==> config.mk <==
export PLATFORM = sky130hd
export DESIGN_NAME = pipeline_hazard_ctrl_flat
export DESIGN_NICKNAME = d
export VERILOG_FILES = /design/src/rtl/pipeline_hazard_ctrl_if.sv /design/src/rtl/pipeline_hazard_ctrl.sv /design/src/flat_wrapper.sv
export SDC_FILE = /design/constraint.sdc
export NUM_CORES = 1
export LEC_CHECK = 0
export CORE_MARGIN = 3
export CORE_UTILIZATION = 39
export CTS_CLUSTER_SIZE = 16
export DETAILED_ROUTE_END_ITERATION = 7
export PLACE_DENSITY = 0.66
export SLEW_MARGIN = 30
export SYNTH_ARGS = -nofsm -noshare
export SYNTH_HDL_FRONTEND = slang
export SYNTH_SLANG_ARGS = --single-unit
==> constraint.sdc <==
create_clock -name clk -period 4.1 [get_ports clk]
set_input_delay 0.82 -clock clk [delete_from_list [all_inputs] [get_ports clk]]
set_output_delay 0.82 -clock clk [all_outputs]
set_load 0.03 [all_outputs]
==> src/rtl/pipeline_hazard_ctrl_if.sv <==
// Hazard-controller bundle: ID/EX/MEM hazard inputs in, per-stage enable/flush/bubble controls out.
// Controls are combinational from state and inputs; no handshake or backpressure inside the bundle.
interface pipeline_hazard_ctrl_if #(
    parameter int REG_ADDR_W = 3,
    parameter int CNT_W      = 16
);
    logic [REG_ADDR_W-1:0] id_rs;
    logic [REG_ADDR_W-1:0] id_rt;
    logic                  id_uses_rt;
    logic                  ex_MemRead;
    logic                  ex_RegWrite;
    logic [REG_ADDR_W-1:0] ex_rd;
    logic                  branch_taken;
    logic                  mem_req;
    logic                  mem_ready;
    logic                  stall_clr;

    logic                  pc_en;
    logic                  if_id_en;
    logic                  id_ex_en;
    logic                  ex_mem_en;
    logic                  mem_wb_en;
    logic                  if_id_flush;
    logic                  id_ex_flush;
    logic                  mem_wb_bubble;
    logic                  mem_timeout;
    logic [CNT_W-1:0]      stall_cnt;
    logic [1:0]            state;

    modport master (
        output id_rs, id_rt, id_uses_rt, ex_MemRead, ex_RegWrite, ex_rd,
               branch_taken, mem_req, mem_ready, stall_clr,
        input  pc_en, if_id_en, id_ex_en, ex_mem_en, mem_wb_en,
               if_id_flush, id_ex_flush, mem_wb_bubble, mem_timeout, stall_cnt, state
    );

    modport slave (
        input  id_rs, id_rt, id_uses_rt, ex_MemRead, ex_RegWrite, ex_rd,
               branch_taken, mem_req, mem_ready, stall_clr,
        output pc_en, if_id_en, id_ex_en, ex_mem_en, mem_wb_en,
               if_id_flush, id_ex_flush, mem_wb_bubble, mem_timeout, stall_cnt, state
    );
endinterface

==> src/rtl/pipeline_hazard_ctrl.sv <==
// Stall/flush sequencer for the 5-stage pipeline: load-use, taken branch, multi-cycle memory with timeout.
// Controls are combinational (zero latency); a pending memory access freezes all five stages.
module pipeline_hazard_ctrl #(
    parameter int REG_ADDR_W  = 3,
    parameter int MEM_TIMEOUT = 15,
    parameter int CNT_W       = 16
) (
    input  logic                  clk,
    input  logic                  rst_n,
    pipeline_hazard_ctrl_if.slave bus
);
    typedef enum logic [1:0] {
        ST_RUN  = 2'd0,
        ST_WAIT = 2'd1,
        ST_ERR  = 2'd2
    } state_t;

    localparam logic [REG_ADDR_W-1:0] ZERO_REG = '0;

    state_t           r_state;
    logic [7:0]       r_wait_cnt;
    logic             r_mem_timeout;
    logic [CNT_W-1:0] r_stall_cnt;

    state_t     w_state_nxt;
    logic [7:0] w_wait_nxt;
    logic       w_timeout_nxt;
    logic       w_load_use;
    logic       w_flow;
    logic       w_pc_en, w_if_id_en, w_id_ex_en, w_ex_mem_en, w_mem_wb_en;
    logic       w_if_id_flush, w_id_ex_flush, w_mem_wb_bubble;

    assign w_load_use = bus.ex_MemRead & bus.ex_RegWrite & (bus.ex_rd != ZERO_REG) &
                        ((bus.ex_rd == bus.id_rs) | (bus.id_uses_rt & (bus.ex_rd == bus.id_rt)));

    // Pipeline may advance only when no data-memory access is outstanding.
    assign w_flow = ((r_state == ST_RUN)  & ~(bus.mem_req & ~bus.mem_ready)) |
                    ((r_state == ST_WAIT) & bus.mem_ready);

    always_ff @(posedge clk or negedge rst_n) begin
        if (!rst_n) begin
            r_state       <= ST_RUN;
            r_wait_cnt    <= 8'd0;
            r_mem_timeout <= 1'b0;
            r_stall_cnt   <= '0;
        end else begin
            r_state       <= w_state_nxt;
            r_wait_cnt    <= w_wait_nxt;
            r_mem_timeout <= w_timeout_nxt;
            if (bus.stall_clr)
                r_stall_cnt <= '0;
            else if (!w_pc_en && (r_stall_cnt != {CNT_W{1'b1}}))
                r_stall_cnt <= r_stall_cnt + 1'b1;
        end
    end

    always_comb begin
        w_state_nxt   = r_state;
        w_wait_nxt    = r_wait_cnt;
        w_timeout_nxt = r_mem_timeout;
        case (r_state)
            ST_RUN: begin
                if (bus.mem_req && !bus.mem_ready) begin
                    w_state_nxt = ST_WAIT;
                    w_wait_nxt  = 8'd1;
                end
            end
            ST_WAIT: begin
                if (bus.mem_ready) begin
                    w_state_nxt = ST_RUN;
                    w_wait_nxt  = 8'd0;
                end else if (r_wait_cnt == 8'(MEM_TIMEOUT)) begin
                    w_state_nxt   = ST_ERR;
                    w_timeout_nxt = 1'b1;
                end else begin
                    w_wait_nxt = r_wait_cnt + 8'd1;
                end
            end
            ST_ERR: w_timeout_nxt = 1'b1;
            default: begin
                w_state_nxt   = ST_ERR;
                w_timeout_nxt = 1'b1;
            end
        endcase
    end

    always_comb begin
        w_pc_en         = 1'b0;
        w_if_id_en      = 1'b0;
        w_id_ex_en      = 1'b0;
        w_ex_mem_en     = 1'b0;
        w_mem_wb_en     = 1'b0;
        w_if_id_flush   = 1'b0;
        w_id_ex_flush   = 1'b0;
        w_mem_wb_bubble = 1'b0;
        if (!rst_n) begin
            w_mem_wb_bubble = 1'b0;
        end else if (!w_flow) begin
            w_mem_wb_bubble = 1'b1;
        end else if (bus.branch_taken) begin
            // Squashing ID makes any concurrent load-use irrelevant.
            {w_pc_en, w_if_id_en, w_id_ex_en, w_ex_mem_en, w_mem_wb_en} = 5'b11111;
            w_if_id_flush = 1'b1;
            w_id_ex_flush = 1'b1;
        end else if (w_load_use) begin
            {w_id_ex_en, w_ex_mem_en, w_mem_wb_en} = 3'b111;
            w_id_ex_flush = 1'b1;
        end else begin
            {w_pc_en, w_if_id_en, w_id_ex_en, w_ex_mem_en, w_mem_wb_en} = 5'b11111;
        end
    end

    assign bus.pc_en         = w_pc_en;
    assign bus.if_id_en      = w_if_id_en;
    assign bus.id_ex_en      = w_id_ex_en;
    assign bus.ex_mem_en     = w_ex_mem_en;
    assign bus.mem_wb_en     = w_mem_wb_en;
    assign bus.if_id_flush   = w_if_id_flush;
    assign bus.id_ex_flush   = w_id_ex_flush;
    assign bus.mem_wb_bubble = w_mem_wb_bubble;
    assign bus.mem_timeout   = r_mem_timeout;
    assign bus.stall_cnt     = r_stall_cnt;
    assign bus.state         = r_state;
endmodule

==> src/flat_wrapper.sv <==
// flat-port wrapper written by rule: the top's interface ports become plain ports
module pipeline_hazard_ctrl_flat 
#(
    parameter int REG_ADDR_W  = 3,
    parameter int MEM_TIMEOUT = 15,
    parameter int CNT_W       = 16
)
  (clk, rst_n, bus_id_rs, bus_id_rt, bus_id_uses_rt, bus_ex_MemRead, bus_ex_RegWrite, bus_ex_rd, bus_branch_taken, bus_mem_req, bus_mem_ready, bus_stall_clr, bus_pc_en, bus_if_id_en, bus_id_ex_en, bus_ex_mem_en, bus_mem_wb_en, bus_if_id_flush, bus_id_ex_flush, bus_mem_wb_bubble, bus_mem_timeout, bus_stall_cnt, bus_state);
  pipeline_hazard_ctrl_if #(.REG_ADDR_W(REG_ADDR_W), .CNT_W(CNT_W)) bus_i ();
  input  logic clk;
  input  logic rst_n;
  input wire logic [$bits(bus_i.id_rs)-1:0] bus_id_rs;
  input wire logic [$bits(bus_i.id_rt)-1:0] bus_id_rt;
  input wire logic [$bits(bus_i.id_uses_rt)-1:0] bus_id_uses_rt;
  input wire logic [$bits(bus_i.ex_MemRead)-1:0] bus_ex_MemRead;
  input wire logic [$bits(bus_i.ex_RegWrite)-1:0] bus_ex_RegWrite;
  input wire logic [$bits(bus_i.ex_rd)-1:0] bus_ex_rd;
  input wire logic [$bits(bus_i.branch_taken)-1:0] bus_branch_taken;
  input wire logic [$bits(bus_i.mem_req)-1:0] bus_mem_req;
  input wire logic [$bits(bus_i.mem_ready)-1:0] bus_mem_ready;
  input wire logic [$bits(bus_i.stall_clr)-1:0] bus_stall_clr;
  output wire logic [$bits(bus_i.pc_en)-1:0] bus_pc_en;
  output wire logic [$bits(bus_i.if_id_en)-1:0] bus_if_id_en;
  output wire logic [$bits(bus_i.id_ex_en)-1:0] bus_id_ex_en;
  output wire logic [$bits(bus_i.ex_mem_en)-1:0] bus_ex_mem_en;
  output wire logic [$bits(bus_i.mem_wb_en)-1:0] bus_mem_wb_en;
  output wire logic [$bits(bus_i.if_id_flush)-1:0] bus_if_id_flush;
  output wire logic [$bits(bus_i.id_ex_flush)-1:0] bus_id_ex_flush;
  output wire logic [$bits(bus_i.mem_wb_bubble)-1:0] bus_mem_wb_bubble;
  output wire logic [$bits(bus_i.mem_timeout)-1:0] bus_mem_timeout;
  output wire logic [$bits(bus_i.stall_cnt)-1:0] bus_stall_cnt;
  output wire logic [$bits(bus_i.state)-1:0] bus_state;
  assign bus_i.id_rs = bus_id_rs;
  assign bus_i.id_rt = bus_id_rt;
  assign bus_i.id_uses_rt = bus_id_uses_rt;
  assign bus_i.ex_MemRead = bus_ex_MemRead;
  assign bus_i.ex_RegWrite = bus_ex_RegWrite;
  assign bus_i.ex_rd = bus_ex_rd;
  assign bus_i.branch_taken = bus_branch_taken;
  assign bus_i.mem_req = bus_mem_req;
  assign bus_i.mem_ready = bus_mem_ready;
  assign bus_i.stall_clr = bus_stall_clr;
  assign bus_pc_en = bus_i.pc_en;
  assign bus_if_id_en = bus_i.if_id_en;
  assign bus_id_ex_en = bus_i.id_ex_en;
  assign bus_ex_mem_en = bus_i.ex_mem_en;
  assign bus_mem_wb_en = bus_i.mem_wb_en;
  assign bus_if_id_flush = bus_i.if_id_flush;
  assign bus_id_ex_flush = bus_i.id_ex_flush;
  assign bus_mem_wb_bubble = bus_i.mem_wb_bubble;
  assign bus_mem_timeout = bus_i.mem_timeout;
  assign bus_stall_cnt = bus_i.stall_cnt;
  assign bus_state = bus_i.state;
  pipeline_hazard_ctrl #(.REG_ADDR_W(REG_ADDR_W), .MEM_TIMEOUT(MEM_TIMEOUT), .CNT_W(CNT_W)) u_core (.clk(clk), .rst_n(rst_n), .bus(bus_i));
endmodule
# ---- Yosys cells after proc, flatten, opt, wreduce, memory -nomap -nowiden
# Cells that the tools add are included.
dict set report classes {
  addsub 2
  eq_ne 11
  mux 28
  bitwise_logic 13
  n_reduce_logical 11
}
# operator n
set ops {}
lappend ops {{two-way mux 16 bit} 2}
lappend ops {{two-way mux 8 bit} 3}
lappend ops {{two-way mux 1 bit} 17}
lappend ops {{adder 16 x 1 -> 16 bit (second input constant)} 1}
lappend ops {{inequality test 16 bit (second input constant)} 1}
lappend ops {{case mux 8 bit (2 select lines)} 1}
lappend ops {{AND reduction 3 bit} 3}
lappend ops {{adder 8 x 1 -> 8 bit (second input constant)} 1}
lappend ops {{equality test 8 x 4 -> 1 bit (second input constant)} 1}
lappend ops {{AND 1 bit} 7}
lappend ops {{equality test 3 bit} 2}
lappend ops {{two-way mux 2 bit} 3}
lappend ops {{inequality test 2 bit (second input constant)} 3}
lappend ops {{inequality test 3 bit (second input constant)} 2}
lappend ops {{case mux 2 bit (3 select lines)} 1}
lappend ops {{NOT 1 bit} 4}
lappend ops {{nonzero test 2 bit} 2}
lappend ops {{nonzero test 3 bit} 1}
lappend ops {{equality test 2 x 1 -> 1 bit (second input constant)} 1}
lappend ops {{equality test 2 bit (second input constant)} 1}
lappend ops {{logical AND 1 bit} 2}
lappend ops {{logical NOT 1 bit} 2}
lappend ops {{logical NOT 2 bit} 1}
lappend ops {{OR 1 bit} 2}
lappend ops {{case mux 1 bit (2 select lines)} 1}
dict set report totals {
  ff_bits 27
  input_bits 18
  wordCells 69
}

# ---- Depth between registers and ports, before layout
# Gate-level depths: netlist of run 1.
dict set report depth {
  word_depth 12
  mapped_depth 7
  depth_no_buf 6
}

# ---- Least setup slack after synthesis of run 1
# OpenSTA, ideal clock, no wires.
dict set report synth_timing {
  path_kind {input port to output port}
  from {input port bus_mem_ready}
  to {output port bus_pc_en}
  t_arrival_ps 2132
  path_slack_ps 1148
  path_stages 5
  n_path_buf 1
  path_cell_list {o21bai_1 nand2_1 clkinv_1 and2_1 buf_4}
}
dict set report synth_via {
  elab_chain_cells 7
}
# item line
set synth_lines {}
lappend synth_lines {{start, declared} flat_wrapper.sv:20} ;# input wire logic [$bits(bus_i.mem_ready)-1:0] bus_mem_ready;
lappend synth_lines {{NOT 1 bit} pipeline_hazard_ctrl.sv:37} ;# assign w_flow = ((r_state == ST_RUN) & ~(bus.mem_req & ~bus.mem_ready)) |
lappend synth_lines {{AND 1 bit} pipeline_hazard_ctrl.sv:37}
lappend synth_lines {{NOT 1 bit} pipeline_hazard_ctrl.sv:37}
lappend synth_lines {{AND 1 bit} pipeline_hazard_ctrl.sv:37}
lappend synth_lines {{OR 1 bit (*)} pipeline_hazard_ctrl.sv:37}
lappend synth_lines {{two-way mux 1 bit (*) (2 in series)} n/a}
lappend synth_lines {{end, declared} flat_wrapper.sv:22} ;# output wire logic [$bits(bus_i.pc_en)-1:0] bus_pc_en;
# Every way passes the cells marked *; elsewhere a longest branch is shown, timed or not.

# ---- Worst setup path after layout of run 1
dict set report layout_timing {
  from {input port bus_ex_rd[0]}
  to {output port bus_pc_en}
}
dict set report layout_via {
  elab_chain_cells 8
}
# item line
set layout_lines {}
lappend layout_lines {{start, declared} flat_wrapper.sv:17} ;# input wire logic [$bits(bus_i.ex_rd)-1:0] bus_ex_rd;
lappend layout_lines {{equality test 3 bit} pipeline_hazard_ctrl.sv:34} ;# ((bus.ex_rd == bus.id_rs) | (bus.id_uses_rt & (bus.ex_rd == bus.id_rt)));
lappend layout_lines {{AND 1 bit} pipeline_hazard_ctrl.sv:34}
lappend layout_lines {{OR 1 bit} pipeline_hazard_ctrl.sv:34}
lappend layout_lines {{AND 1 bit (*)} pipeline_hazard_ctrl.sv:33} ;# assign w_load_use = bus.ex_MemRead & bus.ex_RegWrite & (bus.ex_rd != ZERO_REG) &
lappend layout_lines {{two-way mux 1 bit (*)} pipeline_hazard_ctrl.sv:105} ;# end else if (w_load_use) begin
lappend layout_lines {{two-way mux 1 bit (*)} pipeline_hazard_ctrl.sv:100} ;# end else if (bus.branch_taken) begin
lappend layout_lines {{two-way mux 1 bit (*)} pipeline_hazard_ctrl.sv:98} ;# end else if (!w_flow) begin
lappend layout_lines {{two-way mux 1 bit (*)} pipeline_hazard_ctrl.sv:96} ;# if (!rst_n) begin
# Marked as above.

==> impl_metrics.csv, run 1 <==
group,metric,value,unit
place,gp_congestion,0.8325,
route,drc,0,
critical_path,cp_slowest_cell,"clkdlybuf4s50_1",
global_route,grt_max_degree,30,
pwr,irDropWorstVdd,0.1781,mV
clock_network,clk_pin_slew,0.09,ns
logic_synthesis,synthSimpleGateAreaFrac,29.31,%
logic_synthesis,synth.distinct_cells,44,
logic_synthesis,synth-compound-area-share,14.55,%
critical_path,criticalPathCategory,"in -> out",
clock_network,hold_buffers,0,
layout,final_cell_area,0.002332,mm2
critical_path,crit_buf_inv,2,
die,die_width,74.21,um
sta,setup_viol,0,
place,dp_hpwl,3074,um
flow_run,max-cap-violations,0,
place,dpl_cell_area,0.002291,mm2
sta,finalMaxSlewViolations,0,
critical_path,ff2ff_path_depth,6,
worst_hold_path,holdPathEnd,"u_core.bus.mem_timeout",
sta,fmax,266.0,MHz
route,ant_nets,0,
logic_synthesis,synth_xor_area_share,5.793,%
sta,period_needed,3.760,ns
critical_path,max_stage_delay,0.67,ns
layout,area_delta_synth_final,28.55,%
layout,drive_above_1_share,13.79,%
place,port_buffers,44,
layout,fin_nets,253,
logic_synthesis,synth_area,0.001814,mm2
die,rows,24,
clock_network,worstSkewPairLatency,0.26,ns
route,drtIter0Drc,146,
critical_path,startpoint_type,"primary input",
logic_synthesis,synth_flop_cell,"dfrtp_1",
sta,fin_setup_tns,0,ns
layout,mostFrequentLayoutCells,"clkdlybuf4s50_1, nor2_1, dfrtp_1, nor2b_1",
logic_synthesis,synth_top_family_by_area,"simple AND/OR/NAND/NOR gates",
route,drt_wl_total,3950,um
critical_path,cp.arrival,2.94,ns
worst_hold_path,worstHoldPathCells,1,
critical_path,worst_r2r_endpoint,"u_core.bus.stall_cnt[7]",
global_route,antenna_found_initial,0,
logic_synthesis,synth_edf_count,0,
logic_synthesis,ys_warn_count,0,
layout,final_common_cell,"clkdlybuf4s50_1",
pwr,finalPower,537.2,uW
clock_network,cts_resized,0,
sta,hold_viol,0,
die,ios,45,
route,drtPass1Iterations,4,
die,die_h,74.21,um
run_status,run_status,"finished, final reports clean",
clock_network,clock_sink_count,27,
sta,rsz0062_at_grt,"false",
critical_path,worstReg2RegStart,"u_core.bus.stall_cnt[0]",
sta,relSlewSlack,62.43,%
logic_synthesis,yosys.area_share.adder,1.379,%
logic_synthesis,synth_area_per_cell,9.549,um2
clock_network,cts_buffer_depth,2,
sta,worst_pin_slew,0.5636,ns
die,initial_core_util,41.10,%
clock_network,cts_tree,"yes",
sta,fin_crit_sh,91.71,%
critical_path,path_common_cell,"clkdlybuf4s50_1",
worst_hold_path,hold_class,"reg -> reg",
logic_synthesis,synth_seq_cells,27,
logic_synthesis,syn-instance-count,190,
route,via_per_inst,5.412,
die,coreArea,0.004414,mm2
logic_synthesis,synthesis.nets,210,
global_route,grt_pass1_vias,1469,
route,via_count,1537,
layout,diodes,0,
clock_network,htreeDepth,1,
global_route,grt_pass1_wl,6810,um
logic_synthesis,async_flop_share,100.0,%
logic_synthesis,seq_area_frac_synth,37.24,%
global_route,grt_usage,15.70,%
clock_network,cts_root_buf,"clkbuf_8",
route,wl_per_cell,13.91,um
critical_path,crit_path_max_fanout,8,
critical_path,worstPathRequired,3.28,ns
critical_path,critPathTopFamily,"buffers and inverters",
logic_synthesis,synthMuxAreaShare,8.690,%
pwr,power_density,230.3,mW/mm2
clock_network,cts_setup_buffers,0,
pwr,leakage,0.9676,nW
sta,finalClockSkew,0.002210,ns
worst_hold_path,hp-start,"u_core.bus.mem_timeout",
die,dieArea,0.005506,mm2
critical_path,setup.worst_path.end_class,"primary output",
global_route,globalRoute.totalOverflow,0,
critical_path,cp_cell_sequence,"clkdlybuf4s50_1 -> o311ai_1 -> nor2_2 -> o21ai_4 -> and2_1 -> clkdlybuf4s50_1",
clock_network,cts_inserted_buffers,3,
critical_path,r2r_slack,2.10,ns
## worst reg2reg max path, cell delays in order (launching register included)
cell and delay [ns]:
dfrtp_1 0.44, ha_1 0.23, and2_1 0.24, nand4_4 0.17, nor2_1 0.12, a211oi_1 0.32
mux2_2 0.37
## state kept, by name, summed over array words and instances, names as in the netlist
| signal | cells |
|---|---|
| u_core.bus.state | 2 |
| u_core.bus.stall_cnt | 16 |
| u_core.bus.mem_timeout | 1 |
| u_core.r_wait_cnt | 8 |
## how the worst max path moves through the flow
| stage | slack [ns] | cells past startpoint | endpoint | start |
|---|---|---|---|---|
| floorplan | 1.15 | 5 | bus_pc_en | bus_mem_ready |
| global placement | 0.38 | 6 | bus_if_id_en | bus_ex_rd[0] |
| detailed placement | 0.33 | 6 | bus_pc_en | bus_ex_rd[0] |
| CTS | 0.32 | 6 | bus_pc_en | bus_ex_rd[0] |
| global route | 0.22 | 6 | bus_pc_en | bus_ex_rd[0] |
| finish | 0.34 | 6 | bus_pc_en | bus_ex_rd[0] |
## where the power goes
part	internal (mW)	leakage, nW	switching (mW)
Clock	0.0679	0.0255	0.0787
Sequential	0.273	0.371	0.00860
Combinational	0.0489	0.571	0.0604
## kinds of logic after synthesis
kind of cell,Yosys count
AOI/OAI and AO/OA,31
adders and majority gates,2
and+or+nand+nor,93
xor gates and xnor gates,12
buffers and inverters,11
muxes,14
DFF,27
## area by class of cell
| class | count | area, um2 |
|---|---|---|
| Timing Repair Buffer | 46 | 450.4 |
| Fill cell | 418 | 2082 |
| Clock buffer | 3 | 41.29 |
| Multi-Input combinational cell | 152 | 1084 |
| Clock inverter | 1 | 5.005 |
| Inverter | 3 | 11.26 |
| Sequential cell | 27 | 675.6 |
| Tap cell | 52 | 65.06 |
## cells in the mapped netlist, drive strengths merged, types with 4 or more instances
cell type	number	area share (%)
nor2	29	6.1
dfrtp	27	37
mux2	14	8.7
nor2b	14	4.8
nand3	11	3.0
a21oi	10	2.8
xnor2	9	4.3
nand2	8	1.7
nand4	6	3.7
a211oi	5	2.1
and3	5	1.7
buf	5	1.8
nor3	5	2.0
nor4	5	1.7
and4	4	2.1
## metal layers
metal / share of wire [%] / GRT usage, % / routed length [um]
met4: 1.0 / 4.024 / 41
met2: 47 / 25.30 / 1843
met1: 46 / 21.79 / 1811
met3: 6.4 / 2.838 / 254
met5: 0 / 0 / 0
## stage by stage
stage	hold slack, ns	utilization, %	cells	setup WS [ns]
floorplan	0.5083	-	190	1.148
global placement	0.4672	51.90	280	0.3777
detailed placement	0.4701	51.90	280	0.3278
CTS	0.4921	52.95	284	0.3174
global route	0.5189	52.83	284	0.2205
finish	0.4873	52.83	284	0.3400
Note: power is estimated with default switching activity, not from simulation.
==> inputs of run 2 (changes only) <==
- PLACE_DENSITY: 0.66 -> 0.68
- SLEW_MARGIN: 30 -> 20
- clock period: 4.1 -> 3.45 ns (I/O delays scaled with it)
==> impl_metrics.csv, run 2 (synthesized netlist as in run 1, its figures left out) <==
group,metric,value,unit
run_status,run_status,"finished, final reports clean",
place,dp_hpwl,3071,um
route,drc,0,
sta,fin_crit_sh,96.18,%
pwr,p_sw,182.8,uW
die,ios,45,
place,dp_slack,0.08557,ns
clock_network,cts_buffer_depth,2,
clock_network,hold_buffers,0,
die,dieArea,0.005506,mm2
critical_path,ff2ff_path_depth,6,
die,die_h,74.21,um
route,drtIter0Drc,80,
pwr,pwr-share-comb,20.5,%
critical_path,cp.arrival,2.63,ns
sta,relSlewSlack,37.57,%
clock_network,cts_inserted_buffers,3,
global_route,antenna_found_initial,0,
sta,worst_pin_slew,0.9336,ns
clock_network,cts_tree,"yes",
clock_network,htreeDepth,1,
die,coreArea,0.004414,mm2
route,drtPass1Iterations,4,
layout,drive_above_1_share,15.74,%
flow_run,max-cap-violations,0,
pwr,leakage,1.000,nW
global_route,grt_usage,15.37,%
pwr,sw_frac_of_total,28.20,%
route,ant_nets,0,
route,drt_wl_total,4041,um
critical_path,worstReg2RegStart,"u_core.bus.state[0]",
pwr,finalPower,648.4,uW
critical_path,criticalPathCategory,"in -> out",
clock_network,cts_root_buf,"clkbuf_8",
critical_path,worstPathRequired,2.76,ns
worst_hold_path,hold_class,"reg -> reg",
route,via_count,1562,
route,wl_per_cell,14.08,um
global_route,grt_pass1_wl,6637,um
layout,final_common_cell,"clkdlybuf4s50_1",
clock_network,worstSkewPairLatency,0.28,ns
layout,diodes,0,
sta,finalMaxSlewViolations,0,
pwr,power_density,274.2,mW/mm2
layout,area_delta_synth_final,30.34,%
critical_path,startpoint_type,"primary input",
place,port_buffers,44,
layout,fin_nets,256,
worst_hold_path,holdPathEnd,"u_core.bus.mem_timeout",
sta,worst_slack,0.1318,ns
sta,fin_setup_tns,0,ns
global_route,globalRoute.totalOverflow,0,
sta,period_needed,3.318,ns
global_route,grt_pass1_vias,1474,
pwr,power.share.clock,28.0,%
pwr,p_seq_share,51.5,%
sta,fmax,301.4,MHz
die,initial_core_util,41.10,%
sta,rsz0062_at_grt,"false",
layout,largest_reg_flops,16,
layout,layoutNonFillerInstCount,287,
critical_path,crit_path_max_fanout,4,
worst_hold_path,hp-start,"u_core.bus.mem_timeout",
place,gp_congestion,0.8278,
sta,setup_viol,0,
die,rows,24,
sta,finalClockSkew,0.01352,ns
die,die_width,74.21,um
clock_network,clock_sink_count,27,
critical_path,worst_r2r_endpoint,"u_core.bus.stall_cnt[9]",
route,via_per_inst,5.443,
pwr,irDropWorstVdd,0.2168,mV
worst_hold_path,worstHoldPathCells,1,
critical_path,setup.worst_path.end_class,"primary output",
global_route,grt_max_degree,30,
place,dp_cells,283,
pwr,p_int,465.6,uW
layout,mostFrequentLayoutCells,"clkdlybuf4s50_1, nor2_1, dfrtp_1, nor2b_1",
sta,hold_viol,0,
critical_path,r2r_slack,1.45,ns
clock_network,clk_pin_slew,0.09,ns
sta,whs,0.4748,ns
run 2: cell types whose count changed in the layout (fill, tap and decap cells not counted), sizes merged:
cell           previous run  this run
dlymetal6s2s              0         1
clkdlybuf4s50            43        41
buf                       3         7
run 2: timing repair:
item | in CTS | in global routing
resized for setup | 0 | 2
setup buffers | 0 | 0
endpoints found under the setup margin | 0 | 2
run 2: stage by stage:
step | util [%] | area (um2)
floorplan | - | 1814
global placement | 52.30 | 2308
global route | 53.57 | 2365
CTS | 53.34 | 2355
finish | 53.57 | 2365
detailed placement | 52.30 | 2308
run 2: critical path, stage by stage:
cell and delay [ns]:
clkdlybuf4s50_1 0.56, xor2_1 0.27, nor3_4 0.11, o21ai_4 0.16, and2_1 0.16, clkdlybuf4s50_1 0.68
run 2: worst max-delay path by stage:
stage                       start               to  slack [ns]  cells past startpoint
finish               bus_ex_rd[1]     bus_if_id_en        0.13                      6
global route         bus_ex_rd[1]     bus_if_id_en        0.01                      6
CTS                  bus_ex_rd[1]  bus_id_ex_flush        0.07                      7
detailed placement   bus_ex_rd[1]  bus_id_ex_flush        0.09                      7
global placement     bus_ex_rd[1]  bus_id_ex_flush         0.1                      7
floorplan           bus_mem_ready        bus_pc_en        0.76                      5
run 2: per-layer routing:
| layer | up-vias | part of all wire (%) | GRT usage, % |
|---|---|---|---|
| li1 | 777 | - | - |
| met1 | 741 | 44 | 18.96 |
| met2 | 42 | 48 | 27.46 |
| met3 | 2 | 7.1 | 3.243 |
| met4 | 0 | 0.52 | 3.421 |
| met5 | - | 0 | 0 |
run 2: area by class of cell:
class / count / area, um2
Tap cell: 52 / 65.06
Timing Repair Buffer: 49 / 475.5
Multi-Input combinational cell: 152 / 1091
Clock inverter: 1 / 5.005
Fill cell: 406 / 2049
Inverter: 3 / 11.26
Sequential cell: 27 / 675.6
Clock buffer: 3 / 41.29
run 2: power by group through the flow:
| stage | Clock (mW) | Combinational [mW] | Sequential (mW) |
|---|---|---|---|
| finish | 0.181 | 0.133 | 0.334 |
| global route | 0.205 | 0.147 | 0.336 |
| floorplan | 0 | 0.0690 | 0.345 |
| CTS | 0.197 | 0.134 | 0.334 |
| global placement | 0 | 0.132 | 0.340 |
| detailed placement | 0 | 0.134 | 0.340 |
